$ cat src/rtl/psx_host_port.sv
// rtl/psx_host_port.sv - PSX/PS2 serial host port: byte handshake bus to SEL/CLK/CMD packets
module psx_host_port #(
    parameter int CLOCK_MHZ      = 25,
    parameter int HALF_BIT_US    = 2,
    parameter int SEL_SETUP_US   = 4,
    parameter int ACK_TIMEOUT_US = 100
) (
    input  logic       clk,
    input  logic       reset,
    output logic       PSX_clk,
    output logic       PSX_sel,
    output logic       PSX_cmd,
    input  logic       PSX_dat,
    input  logic       PSX_ack,
    input  logic [7:0] HPB_cmd,
    input  logic       HPB_cmd_last,
    input  logic       HPB_cmd_valid,
    output logic       HPB_cmd_ready,
    input  logic       HPB_packet_end,
    output logic [7:0] HPB_reply,
    output logic       HPB_reply_acked,
    output logic       HPB_reply_strobe,
    output logic       HPB_busy
);

    // Timing constants in system clock cycles; the timer is 16 bits wide.
    localparam logic [15:0] HALF_CYC  = 16'(CLOCK_MHZ * HALF_BIT_US);
    localparam logic [15:0] SETUP_CYC = 16'(CLOCK_MHZ * SEL_SETUP_US);
    localparam logic [15:0] TMO_CYC   = 16'(CLOCK_MHZ * ACK_TIMEOUT_US);

    // GAP is the half-bit pause before the first CLK fall of a follow-on byte;
    // TAIL is the half-bit pause before SEL is released after the last byte.
    typedef enum logic [2:0] {
        IDLE, SETUP, GAP, SHIFT, TAIL, ACK_WAIT, BYTE_WAIT
    } state_t;

    state_t      state, state_n;
    logic [15:0] timer, timer_n, timer_inc;
    logic [2:0]  bit_cnt, bit_cnt_n;
    logic [7:0]  shreg, shreg_n;
    logic [7:0]  rx, rx_n;
    logic [7:0]  reply_n;
    logic        last_flag, last_flag_n;
    logic        psx_clk_n, sel_n, cmd_n, acked_n, strobe_n;
    logic        do_fall;
    logic        dat_meta, sync_dat, ack_meta, sync_ack, prev_ack;
    logic        accept, ack_fall;

    assign HPB_cmd_ready = (state == IDLE) || (state == BYTE_WAIT && !HPB_packet_end);
    assign HPB_busy      = (state != IDLE);
    assign accept        = HPB_cmd_valid && HPB_cmd_ready;
    assign ack_fall      = prev_ack && !sync_ack;
    assign timer_inc     = timer + 16'd1;

    // Two-flop synchronizers for the open-collector device lines, plus ACK edge history.
    always_ff @(posedge clk) begin
        if (reset) begin
            dat_meta <= 1'b1;
            sync_dat <= 1'b1;
            ack_meta <= 1'b1;
            sync_ack <= 1'b1;
            prev_ack <= 1'b1;
        end else begin
            dat_meta <= PSX_dat;
            sync_dat <= dat_meta;
            ack_meta <= PSX_ack;
            sync_ack <= ack_meta;
            prev_ack <= sync_ack;
        end
    end

    // State and registered outputs; reset releases the bus immediately and drops any pending strobe.
    always_ff @(posedge clk) begin
        if (reset) begin
            state            <= IDLE;
            timer            <= 16'd0;
            bit_cnt          <= 3'd0;
            shreg            <= 8'hFF;
            rx               <= 8'h00;
            last_flag        <= 1'b0;
            PSX_clk          <= 1'b1;
            PSX_sel          <= 1'b1;
            PSX_cmd          <= 1'b1;
            HPB_reply        <= 8'h00;
            HPB_reply_acked  <= 1'b0;
            HPB_reply_strobe <= 1'b0;
        end else begin
            state            <= state_n;
            timer            <= timer_n;
            bit_cnt          <= bit_cnt_n;
            shreg            <= shreg_n;
            rx               <= rx_n;
            last_flag        <= last_flag_n;
            PSX_clk          <= psx_clk_n;
            PSX_sel          <= sel_n;
            PSX_cmd          <= cmd_n;
            HPB_reply        <= reply_n;
            HPB_reply_acked  <= acked_n;
            HPB_reply_strobe <= strobe_n;
        end
    end

    // Next-state and next-output logic for the packet sequencer.
    always_comb begin
        state_n     = state;
        timer_n     = timer_inc;
        bit_cnt_n   = bit_cnt;
        shreg_n     = shreg;
        rx_n        = rx;
        last_flag_n = last_flag;
        psx_clk_n   = PSX_clk;
        sel_n       = PSX_sel;
        cmd_n       = PSX_cmd;
        reply_n     = HPB_reply;
        acked_n     = HPB_reply_acked;
        strobe_n    = 1'b0;
        do_fall     = 1'b0;

        if (accept) begin
            shreg_n     = HPB_cmd;
            last_flag_n = HPB_cmd_last;
        end

        case (state)
            IDLE: begin
                timer_n = 16'd0;
                if (accept) begin
                    sel_n   = 1'b0;
                    state_n = SETUP;
                end
            end
            SETUP: begin
                if (timer_inc == SETUP_CYC) begin
                    do_fall   = 1'b1;
                    timer_n   = 16'd0;
                    bit_cnt_n = 3'd0;
                    state_n   = SHIFT;
                end
            end
            GAP: begin
                if (timer_inc == HALF_CYC) begin
                    do_fall   = 1'b1;
                    timer_n   = 16'd0;
                    bit_cnt_n = 3'd0;
                    state_n   = SHIFT;
                end
            end
            SHIFT: begin
                if (timer_inc == HALF_CYC) begin
                    timer_n = 16'd0;
                    if (!PSX_clk) begin
                        // Rising edge: the device bit is sampled and enters at the MSB.
                        psx_clk_n = 1'b1;
                        rx_n      = {sync_dat, rx[7:1]};
                        bit_cnt_n = bit_cnt + 3'd1;
                        if (bit_cnt == 3'd7) begin
                            cmd_n   = 1'b1;
                            state_n = last_flag ? TAIL : ACK_WAIT;
                        end
                    end else begin
                        do_fall = 1'b1;
                    end
                end
            end
            TAIL: begin
                if (timer_inc == HALF_CYC) begin
                    sel_n    = 1'b1;
                    strobe_n = 1'b1;
                    reply_n  = rx;
                    acked_n  = 1'b0;
                    state_n  = IDLE;
                end
            end
            ACK_WAIT: begin
                // An ACK edge beats a timeout landing in the same cycle.
                if (ack_fall) begin
                    strobe_n = 1'b1;
                    reply_n  = rx;
                    acked_n  = 1'b1;
                    state_n  = BYTE_WAIT;
                end else if (timer_inc == TMO_CYC) begin
                    strobe_n = 1'b1;
                    reply_n  = rx;
                    acked_n  = 1'b0;
                    sel_n    = 1'b1;
                    state_n  = IDLE;
                end
            end
            BYTE_WAIT: begin
                timer_n = 16'd0;
                if (HPB_packet_end) begin
                    sel_n   = 1'b1;
                    state_n = IDLE;
                end else if (accept) begin
                    state_n = GAP;
                end
            end
            default: begin
                state_n = IDLE;
            end
        endcase

        // Falling edge: CLK low and the next command bit (LSB first) on the same edge.
        if (do_fall) begin
            psx_clk_n = 1'b0;
            cmd_n     = shreg[0];
            shreg_n   = {1'b1, shreg[7:1]};
        end
    end

endmodule

$ cat config.mk
export PLATFORM = sky130hd
export DESIGN_NAME = psx_host_port
export DESIGN_NICKNAME = d
export VERILOG_FILES = /design/src/rtl/psx_host_port.sv
export SDC_FILE = /design/constraint.sdc
export NUM_CORES = 1
export LEC_CHECK = 0
export ABC_CLOCK_PERIOD_IN_PS = 3700
export BUFFER_PORTS_ARGS = -buffer_cell sky130_fd_sc_hd__clkbuf_2
export CORE_ASPECT_RATIO = 1.25
export CORE_MARGIN = 8
export CORE_UTILIZATION = 58
export CTS_CLUSTER_SIZE = 25
export DETAILED_ROUTE_END_ITERATION = 8
export GPL_ROUTABILITY_DRIVEN = 0
export PLACE_DENSITY = 0.77
export SETUP_SLACK_MARGIN = 0.02
export SKIP_LAST_GASP = 1
export SYNTH_ARGS = -nofsm -noshare
export SYNTH_HDL_FRONTEND = slang
export SYNTH_SLANG_ARGS = --single-unit
export TNS_END_PERCENT = 50
$ cat constraint.sdc
create_clock -name clk -period 3.7 [get_ports clk]
set_clock_uncertainty 0.1 [all_clocks]
set_input_delay 0.37 -clock clk [delete_from_list [all_inputs] [get_ports clk]]
set_output_delay 0.37 -clock clk [all_outputs]
set_load 0.05 [all_outputs]
==> results_dict.tcl, run 1 <==
set metrics [dict create \
    intPower_uw 975 \
    start_util_pct 59.7 \
    grt_pass1_vias 2277 \
    antenna_found_initial 0 \
    die_y_um 93.7 \
    cts_setup_buffers 0 \
    htree_levels 3 \
    cts_buffers 9 \
    cp-end-kind "register" \
    leakagePower_nw 1.20 \
    synth_area_leader_cell "dfxtp_1" \
    setup-violations-final 0 \
    area_delta_synth_final_pct 13.8 \
    crit_required_ns 3.85 \
    design_area_sq_um 3190 \
    r2r-start "timer[7]" \
    grt_use_met1_pct 17.2 \
    r2r_end "bit_cnt[2]" \
    diodes 0 \
    synth_area_leaders "dfxtp_1, mux2i_1, nor2_1" \
    top_usage_layer "met2" \
    yosysWarnings 0 \
    synth_top_area_share_pct 40.7 \
    postPlaceCellArea_sq_um 3000 \
    synth_edf_count 0 \
    io_pins 30 \
    switching_share_pct 24.3 \
    hold_path_class "input port to register" \
    yosysMostFrequentCell "dfxtp_1" \
    p_seq_share_pct 49.7 \
    synthTopCellsByCount "dfxtp_1, nor2_1, mux2i_1" \
    avgSynthCellArea_sq_um 9.19 \
    cts_tree "yes" \
    cp-start-kind "register" \
    path_class "register to register" \
    antenna_left 0 \
    synthesis.instances 305 \
    synth-main-ff-cell "dfxtp_1" \
    cts_max_path_buffers 2 \
    power_frac_clock_pct 43.5 \
    synth_seq_cells 57 \
    insertion_delay_ns 0.33 \
    synth.yosys.seq_area_share_pct 40.7 \
    grtUsageMet2_pct 30.2 \
    grt_overflow_total 0 \
    r2r_slack_ns 0.48 \
    fp.coreArea_sq_um 4690 \
    nets 356 \
    vias 2268 \
    drc_errors 0 \
    drt_iter0_markers 108 \
    crit_path_max_fanout 8 \
    cts_sinks 57 \
    grtUsageTotal_pct 16.9 \
    hold_buffers 0 \
    path_clk_slew_ns 0.07 \
    hold_viol_final 0 \
    rsz0062_at_grt "no" \
    drv_slew 0 \
    vias_per_cell 5.66 \
    pwr-share-comb_pct 6.8 \
    max_freq_mhz 311 \
    outcome "finished, final reports clean" \
    root_buffer "clkbuf_8" \
    async_reset_ff_share_pct 0 \
    relSlewSlack_pct 50.2 \
    port_buffers 29 \
    grt_pass1_wl_mm 9.99 \
    placed_cells 385 \
    min_period_ns 3.22 \
    min_to "dat_meta" \
    worst_slew_pin_slew_ns 0.747 \
    max_cap_violations 0 \
    routedWlPerCell_um 14.4 \
    power_density_nw_per_um2 404 \
    yosysUniqueCellTypes 49 \
    syn_nets 325 \
    fp.dieW_um 78.2 \
    dr.pass1.iters 4 \
    grt_max_degree 45 \
    cts-resized-gates 0 \
    grt.met3_usage_pct 4.50 \
    layout-drive-gt1-share_pct 22.6 \
    fin_crit_sh_pct 87.0 \
    wirelength_mm 5.76 \
    setup_tns_ns 0 \
    rr_worst_depth 8 \
    stdcell_count 401 \
    dp_hpwl_mm 4.20 \
    fp.dieArea_sq_um 7330 \
    power_switching_uw 313 \
    rows 28 \
    min_from "PSX_dat" \
    syn_area_sq_um 2800 \
    hold_depth 2 \
    ir_worst_vdd_mv 0.336 \
    worst_ep_arrival_time_ns 3.37 \
]
==> how the worst max path moves through the flow <==
| stage | end | cells after the start | from | slack, ns |
|---|---|---|---|---|
| 6_report | bit_cnt[2] | 8 | timer[7] | 0.48 |
| 5_1_grt | bit_cnt[1] | 9 | timer[0] | 0.21 |
| 4_1_cts | bit_cnt[1] | 9 | timer[0] | 0.49 |
| 3_5_place_dp | HPB_reply[4] | 9 | timer[7] | 0.50 |
| 3_3_place_gp | HPB_reply[7] | 10 | timer[0] | 0.61 |
| 2_1_floorplan | shreg[0] | 8 | state[1] | 0.51 |
==> kinds of logic after synthesis <==
logic type | count (synthesis) | share of synthesized area, %
AOI/OAI and AO/OA | 45 | 11.4
xor gates and xnor gates | 15 | 4.69
adders and majority gates | 5 | 2.23
buffers and inverters | 20 | 3.26
DFF | 57 | 40.7
muxes | 32 | 11.7
and+or+nand+nor | 131 | 25.9
==> metal layers <==
metal | vias up | wire length (um)
met5 | - | 0
met4 | 0 | 113
met3 | 12 | 162
met2 | 42 | 3150
met1 | 1079 | 2340
li1 | 1135 | -
==> state kept, by name (all words and copies together) (netlist names), 3 cells and up <==
| signal | flops |
|---|---|
| HPB_reply | 8 |
| bit_cnt | 3 |
| rx | 8 |
| shreg | 8 |
| state | 3 |
| timer | 16 |
==> cells in the final DEF (no fill, tap or decap), types with 2 or more instances in the layout <==
cell type	netlist	final
a31oi_1	3	3
inv_1	5	5
nand4_1	9	9
xnor2_1	10	10
clkbuf_8	0	9
o211ai_1	3	3
clkbuf_2	0	29
nand2b_1	15	15
or2_2	7	7
a21oi_1	9	9
clkinv_2	0	3
dfxtp_1	57	57
xor2_1	5	5
nor4_1	5	5
nor2_1	40	40
and2_1	3	3
nor3_1	5	5
or3b_1	3	3
ha_1	5	5
nand2_1	19	19
a21o_1	2	2
o21ai_0	13	13
nor2b_1	7	7
buf_4	3	6
a31o_2	3	3
nand3_1	6	6
a211oi_1	3	3
mux2i_1	25	25
mux2_2	7	7
==> stage by stage <==
step | total power, mW | utilization (%) | hold WS, ns | worst slack (ns)
3_5_place_dp | 0.742 | 63.8 | 0.309 | 0.500
4_1_cts | 1.31 | 67.9 | 0.100 | 0.486
5_1_grt | 1.34 | 67.9 | 0.109 | 0.211
6_report | 1.29 | 67.9 | 0.120 | 0.481
2_1_floorplan | 0.719 | - | 0.289 | 0.505
3_3_place_gp | 0.739 | 63.8 | 0.294 | 0.611
==> worst max-delay path, stage by stage, from the launching register on <==
cell and delay, ns:
dfxtp_1 0.50, nand4_1 0.27, nor4_1 0.55, mux2i_1 0.46, nand2_1 0.16, nor3_4 0.34
a31oi_2 0.21, or3b_1 0.42, a21oi_1 0.14
==> power groups by stage <==
stage	Clock, mW	Combinational [mW]	Sequential (mW)
after floorplan	0	0.0674	0.651
after global placement	0	0.0868	0.653
after detailed placement	0	0.0888	0.653
after CTS	0.578	0.0897	0.640
after global routing	0.597	0.0980	0.642
final	0.560	0.0880	0.640
==> final cells by class <==
class                      count  area [sq um]
clock buffer                   9           124
fill                         407          1510
clock inverter                 7          70.1
sequential                    57          1140
multi-input combinational    228          1570
tap                           60          75.1
inverter                       5          18.8
timing repair buffer          35           190
Note: power is estimated with default switching activity, not from simulation.
==> run 2, diff against run 1 <==
--- a/config.mk
+++ b/config.mk
@@ -5,8 +5,8 @@
 export SDC_FILE = /design/constraint.sdc
 export NUM_CORES = 1
 export LEC_CHECK = 0
-export ABC_CLOCK_PERIOD_IN_PS = 3700
 export BUFFER_PORTS_ARGS = -buffer_cell sky130_fd_sc_hd__clkbuf_2
+export CAP_MARGIN = 0
 export CORE_ASPECT_RATIO = 1.25
 export CORE_MARGIN = 8
 export CORE_UTILIZATION = 58
==> constraint.sdc (replaced) <==
create_clock -name clk -period 3.2 [get_ports clk]
set_clock_uncertainty 0.1 [all_clocks]
set_input_delay 0.32 -clock clk [delete_from_list [all_inputs] [get_ports clk]]
set_output_delay 0.32 -clock clk [all_outputs]
set_load 0.05 [all_outputs]
==> run 2 against run 1 <==
  * Design area grew 1.5%
  * Sequential power grew 15%
  * Non-clock buffer count grew 4
  * Clock-buffer cell count grew 2
  * Via count shrank 0.22%
  * Hold slack lost 0.052 ns
  * Fmax grew 9.3%
  * Setup slack lost 0.23 ns
  * Register-to-register slack lost 0.23 ns
  * Utilization grew 0.99 points
  * Sequential share of layout area shrank 0.47 points
  * Wire length grew 0.31%
  * Largest power group unchanged
==> results_dict.tcl, run 2 (synthesis results as in run 1) <==
set metrics [dict create \
    final_cell_mix "dfxtp_1, nor2_1, clkbuf_2, mux2i_1, nand2_1" \
    wirelength_mm 5.78 \
    vias_per_cell 5.60 \
    grt_pass1_vias 2298 \
    fp.dieArea_sq_um 7330 \
    routedWlPerCell_um 14.3 \
    cts_max_path_buffers 2 \
    hold_viol_final 0 \
    relSlewSlack_pct 62.6 \
    area_delta_synth_final_pct 15.4 \
    worst_ep_arrival_time_ns 3.07 \
    dp_hpwl_mm 4.18 \
    cts_buffers 9 \
    leakagePower_nw 1.22 \
    dp_worst_setup_slack_ns 0.0685 \
    nets 360 \
    worst_hold_slack_ns 0.0678 \
    insertion_delay_ns 0.33 \
    grtUsageTotal_pct 16.7 \
    antenna_left 0 \
    fp.dieW_um 78.2 \
    ir_worst_vdd_mv 0.387 \
    path_clk_slew_ns 0.06 \
    rows 28 \
    root_buffer "clkbuf_8" \
    drv_slew 0 \
    diodes 0 \
    cts_tree "yes" \
    setup_slack_ns 0.254 \
    cts_sinks 57 \
    dr.pass1.iters 4 \
    power_mw 1.46 \
    final_common_cell "dfxtp_1" \
    grt_overflow_total 0 \
    outcome "finished, final reports clean" \
    cp-end-kind "register" \
    drt_iter0_markers 86 \
    port_buffers 29 \
    nFillCells 410 \
    worst_slew_pin_slew_ns 0.560 \
    crit_path_max_fanout 8 \
    fin_crit_sh_pct 92.1 \
    antenna_found_initial 0 \
    htree_levels 3 \
    largest_reg_flops 16 \
    top_register "timer" \
    postPlaceCellArea_sq_um 3020 \
    die_y_um 93.7 \
    cp-start-kind "register" \
    power_density_nw_per_um2 452 \
    start_util_pct 59.7 \
    design_area_sq_um 3240 \
    max_cap_violations 0 \
    path_class "register to register" \
    setup-violations-final 0 \
    fp.coreArea_sq_um 4690 \
    io_pins 30 \
    crit_required_ns 3.32 \
    min_period_ns 2.95 \
    layout-drive-gt1-share_pct 24.4 \
    hold_buffers 0 \
    grt_max_degree 28 \
    drc_errors 0 \
    postLayoutCoreUtil_pct 68.9 \
    max_freq_mhz 339 \
    vias 2263 \
    hold_path_class "input port to register" \
    grt_pass1_wl_mm 9.96 \
]
==> run 2: report_power, final <==
part           switching (mW)  internal [mW]
Sequential             0.0126          0.725
Clock                   0.268          0.351
Combinational          0.0605         0.0458
Total                   0.341           1.12
==> run 2: what timing repair did <==
action | CTS | global route
hold endpoints to repair | 0 | 0
endpoints found under the setup margin | 0 | 22
resized for setup | 0 | 6
buffers inserted | 0 | 2
==> run 2: metrics by stage <==
stage / setup TNS (ns) / instances
after detailed placement: 0 / 387
after floorplan: 0 / 305
after CTS: 0 / 402
after global routing: -0.00144 / 404
after global placement: 0 / 387
final: 0 / 404
==> run 2: routing by layer <==
| metal | part of all wire, % | GRT usage [%] |
|---|---|---|
| met1 | 42 | 17.2 |
| met2 | 52 | 29.7 |
| met3 | 3.5 | 4.50 |
| met4 | 2.3 | 9.60 |
| met5 | 0 | 0 |
==> run 2: layout make-up <==
cell class / count / area, sq um / area share, %
Clock inverter: 4 / 45.0 / 1.39
Multi-Input combinational cell: 228 / 1600 / 49.5
Inverter: 5 / 18.8 / 0.580
Tap cell: 60 / 75.1 / 2.32
Sequential cell: 57 / 1140 / 35.3
Timing Repair Buffer: 39 / 220 / 6.81
Clock buffer: 11 / 131 / 4.06
==> run 2: path summary, 6_finish.rpt <==
kind | to | slack, ns | depth (start not counted) | from
worst max-delay path | PSX_sel | 0.25 | 8 | timer[2]
worst min-delay path | ack_meta | 0.07 | 2 | PSX_ack
worst max register to register | PSX_sel | 0.25 | 8 | timer[2]
worst min register to register | sync_ack | 0.31 | 1 | ack_meta
==> run 2: critical path, stage by stage (launching register included) <==
cell and delay [ns]:
dfxtp_1 0.49, nand4_4 0.21, or3_4 0.39, a2111oi_4 0.50, nand2_2 0.13, nor3_4 0.30
o21ai_0 0.19, o21ai_0 0.18, or3b_1 0.35
==> run 3, diff against run 2 <==
==> constraint.sdc (replaced) <==
create_clock -name clk -period 3.2 [get_ports clk]
set_clock_uncertainty 0.1 [all_clocks]
set_input_delay 0.16 -clock clk [delete_from_list [all_inputs] [get_ports clk]]
set_output_delay 0.16 -clock clk [all_outputs]
set_load 0.05 [all_outputs]
==> run 3 against run 2 <==
  * Sequential power about the same
  * Non-clock buffer count up 5
  * Fmax decreased by 1.3%
  * Via count rose by 2.8%
  * Register-to-register slack worse by 0.04 ns
  * Setup slack worse by 0.037 ns
  * Critical endpoint is now bit_cnt[1]
==> results_dict.tcl, run 3 (synthesis results as in run 1) <==
set metrics [dict create \
    outcome "finished, final reports clean" \
    fp.dieW_um 78.2 \
    crit_required_ns 3.35 \
    cts_buffers 9 \
    final_cell_mix "dfxtp_1, nor2_1, clkbuf_2, mux2i_1, nand2_1" \
    insertion_delay_ns 0.33 \
    rows 28 \
    largest_reg_flops 16 \
    port_buffers 29 \
    hold_path_class "input port to register" \
    power_mw 1.45 \
    r2r-start "timer[8]" \
    wirelength_mm 6.00 \
    relSlewSlack_pct 48.7 \
    worst_slew_pin_slew_ns 0.769 \
    start_util_pct 59.7 \
    max_freq_mhz 335 \
    critPathLaunch "timer[8]" \
    antenna_left 0 \
    drc_errors 0 \
    drt_iter0_markers 94 \
    max_cap_violations 0 \
    grt_pass1_vias 2248 \
    setup_slack_ns 0.217 \
    grt_overflow_total 0 \
    fin_crit_sh_pct 93.2 \
    ir_worst_vdd_mv 0.300 \
    grtUsageTotal_pct 16.6 \
    vias 2327 \
    htree_levels 3 \
    top_register "timer" \
    leakagePower_nw 1.24 \
    die_y_um 93.7 \
    grt_pass1_wl_mm 9.86 \
    drv_slew 0 \
    crit_path_end "bit_cnt[1]" \
    grt_max_degree 45 \
    routedWlPerCell_um 14.6 \
    fp.dieArea_sq_um 7330 \
    worstPathCellList "nand4_1 -> nor4_1 -> xnor2_1 -> nand4_1 -> nor3_2 -> a31oi_2 -> or3b_1 -> a21oi_1" \
    setup_tns_ns 0 \
    r2r_end "bit_cnt[1]" \
    crit_path_max_fanout 7 \
    cts_tree "yes" \
    r2r_slack_ns 0.22 \
    layout-drive-gt1-share_pct 24.6 \
    slowest_stage "dfxtp_1" \
    postLayoutCoreUtil_pct 69.8 \
    setup-violations-final 0 \
    path_common_cell "nand4_1" \
    cts_max_path_buffers 2 \
    io_pins 30 \
    cp-end-kind "register" \
    rr_worst_depth 8 \
    antenna_found_initial 0 \
    vias_per_cell 5.68 \
    min_period_ns 2.98 \
    fp.coreArea_sq_um 4690 \
    critPathMaxStageDelay_ns 0.44 \
    nFillCells 399 \
    area_delta_synth_final_pct 17.0 \
    rsz0062_at_grt "no" \
    final_common_cell "dfxtp_1" \
    hold_viol_final 0 \
    cts_sinks 57 \
    path_class "register to register" \
    dp_worst_setup_slack_ns 0.0929 \
    cp-start-kind "register" \
    dr.pass1.iters 4 \
    diodes 0 \
    power_density_nw_per_um2 441 \
    nets 365 \
    root_buffer "clkbuf_8" \
    worst_ep_arrival_time_ns 3.13 \
    min_from "HPB_cmd[6]" \
    dp_hpwl_mm 4.14 \
    path_clk_slew_ns 0.06 \
]
[run 3: cell count changes in the layout (fill, tap and decap cells not counted)]
| cell | previous run | this run |
|---|---|---|
| bufinv_16 | 1 | 0 |
| nor3_2 | 0 | 1 |
| nor4_2 | 2 | 0 |
| mux2i_4 | 0 | 1 |
| buf_4 | 10 | 11 |
| nor3_4 | 2 | 1 |
| dlygate4sd3_1 | 0 | 4 |
| clkinvlp_4 | 0 | 2 |
| clkbuf_1 | 2 | 0 |
| clkbuf_8 | 9 | 11 |
| mux2i_2 | 1 | 0 |
| nor4_1 | 3 | 5 |
[run 3: worst min path at each step]
stage / slack [ns] / cells past startpoint / end
after floorplan: 0.16 / 1 / ack_meta
after global placement: 0.24 / 2 / ack_meta
after detailed placement: 0.25 / 2 / dat_meta
after CTS: 0.06 / 4 / shreg[6]
after global routing: 0.08 / 4 / shreg[5]
final: 0.07 / 4 / shreg[6]
[run 3: layer usage]
layer | share of wire (%) | wire length (um) | GRT usage, % | vias to the layer above
met2 | 55 | 3290 | 30.1 | 64
met1 | 39 | 2340 | 16.4 | 1105
met3 | 4.8 | 287 | 4.69 | 8
met5 | 0 | 0 | 0 | -
met4 | 1.4 | 83 | 10.1 | 0
li1 | - | - | - | 1150
[run 3: critical path: cells and delay by family, from the launching register on]
family,cells,cell delay (ns)
AOI/OAI and AO/OA,2,0.26
xor gates and xnor gates,1,0.27
DFF,1,0.44
and+or+nand+nor,5,1.83
[run 3: cell type report]
class,count,area (sq um),share of cell area (%)
clock buffers,11,151,4.62
clock inverters,5,30.0,0.916
inverters,5,18.8,0.573
multi-input cells,228,1590,48.6
flip-flops and latches,57,1140,34.8
well taps,60,75.1,2.29
repair buffers,44,268,8.17
[run 3: through the flow]
| stage | cells | area, sq um | hold slack (ns) |
|---|---|---|---|
| global route | 410 | 3280 | 0.0786 |
| CTS | 406 | 3230 | 0.0623 |
| floorplan | 305 | 2810 | 0.164 |
| global placement | 386 | 3010 | 0.245 |
| finish | 410 | 3280 | 0.0699 |
| detailed placement | 386 | 3010 | 0.249 |
[run 3: repair_timing]
action,4_1_cts,5_1_grt
setup endpoints to repair,0,24
endpoints found under the hold margin,4,0
hold buffers,4,0
resized for setup,0,4
buffers inserted,0,4
[run 3: where the power goes]
group          total (mW)  switching [mW]  internal (mW)
clock               0.599           0.281          0.318
combinational       0.110          0.0615         0.0481
sequential          0.738          0.0130          0.725
total                1.45           0.355           1.09
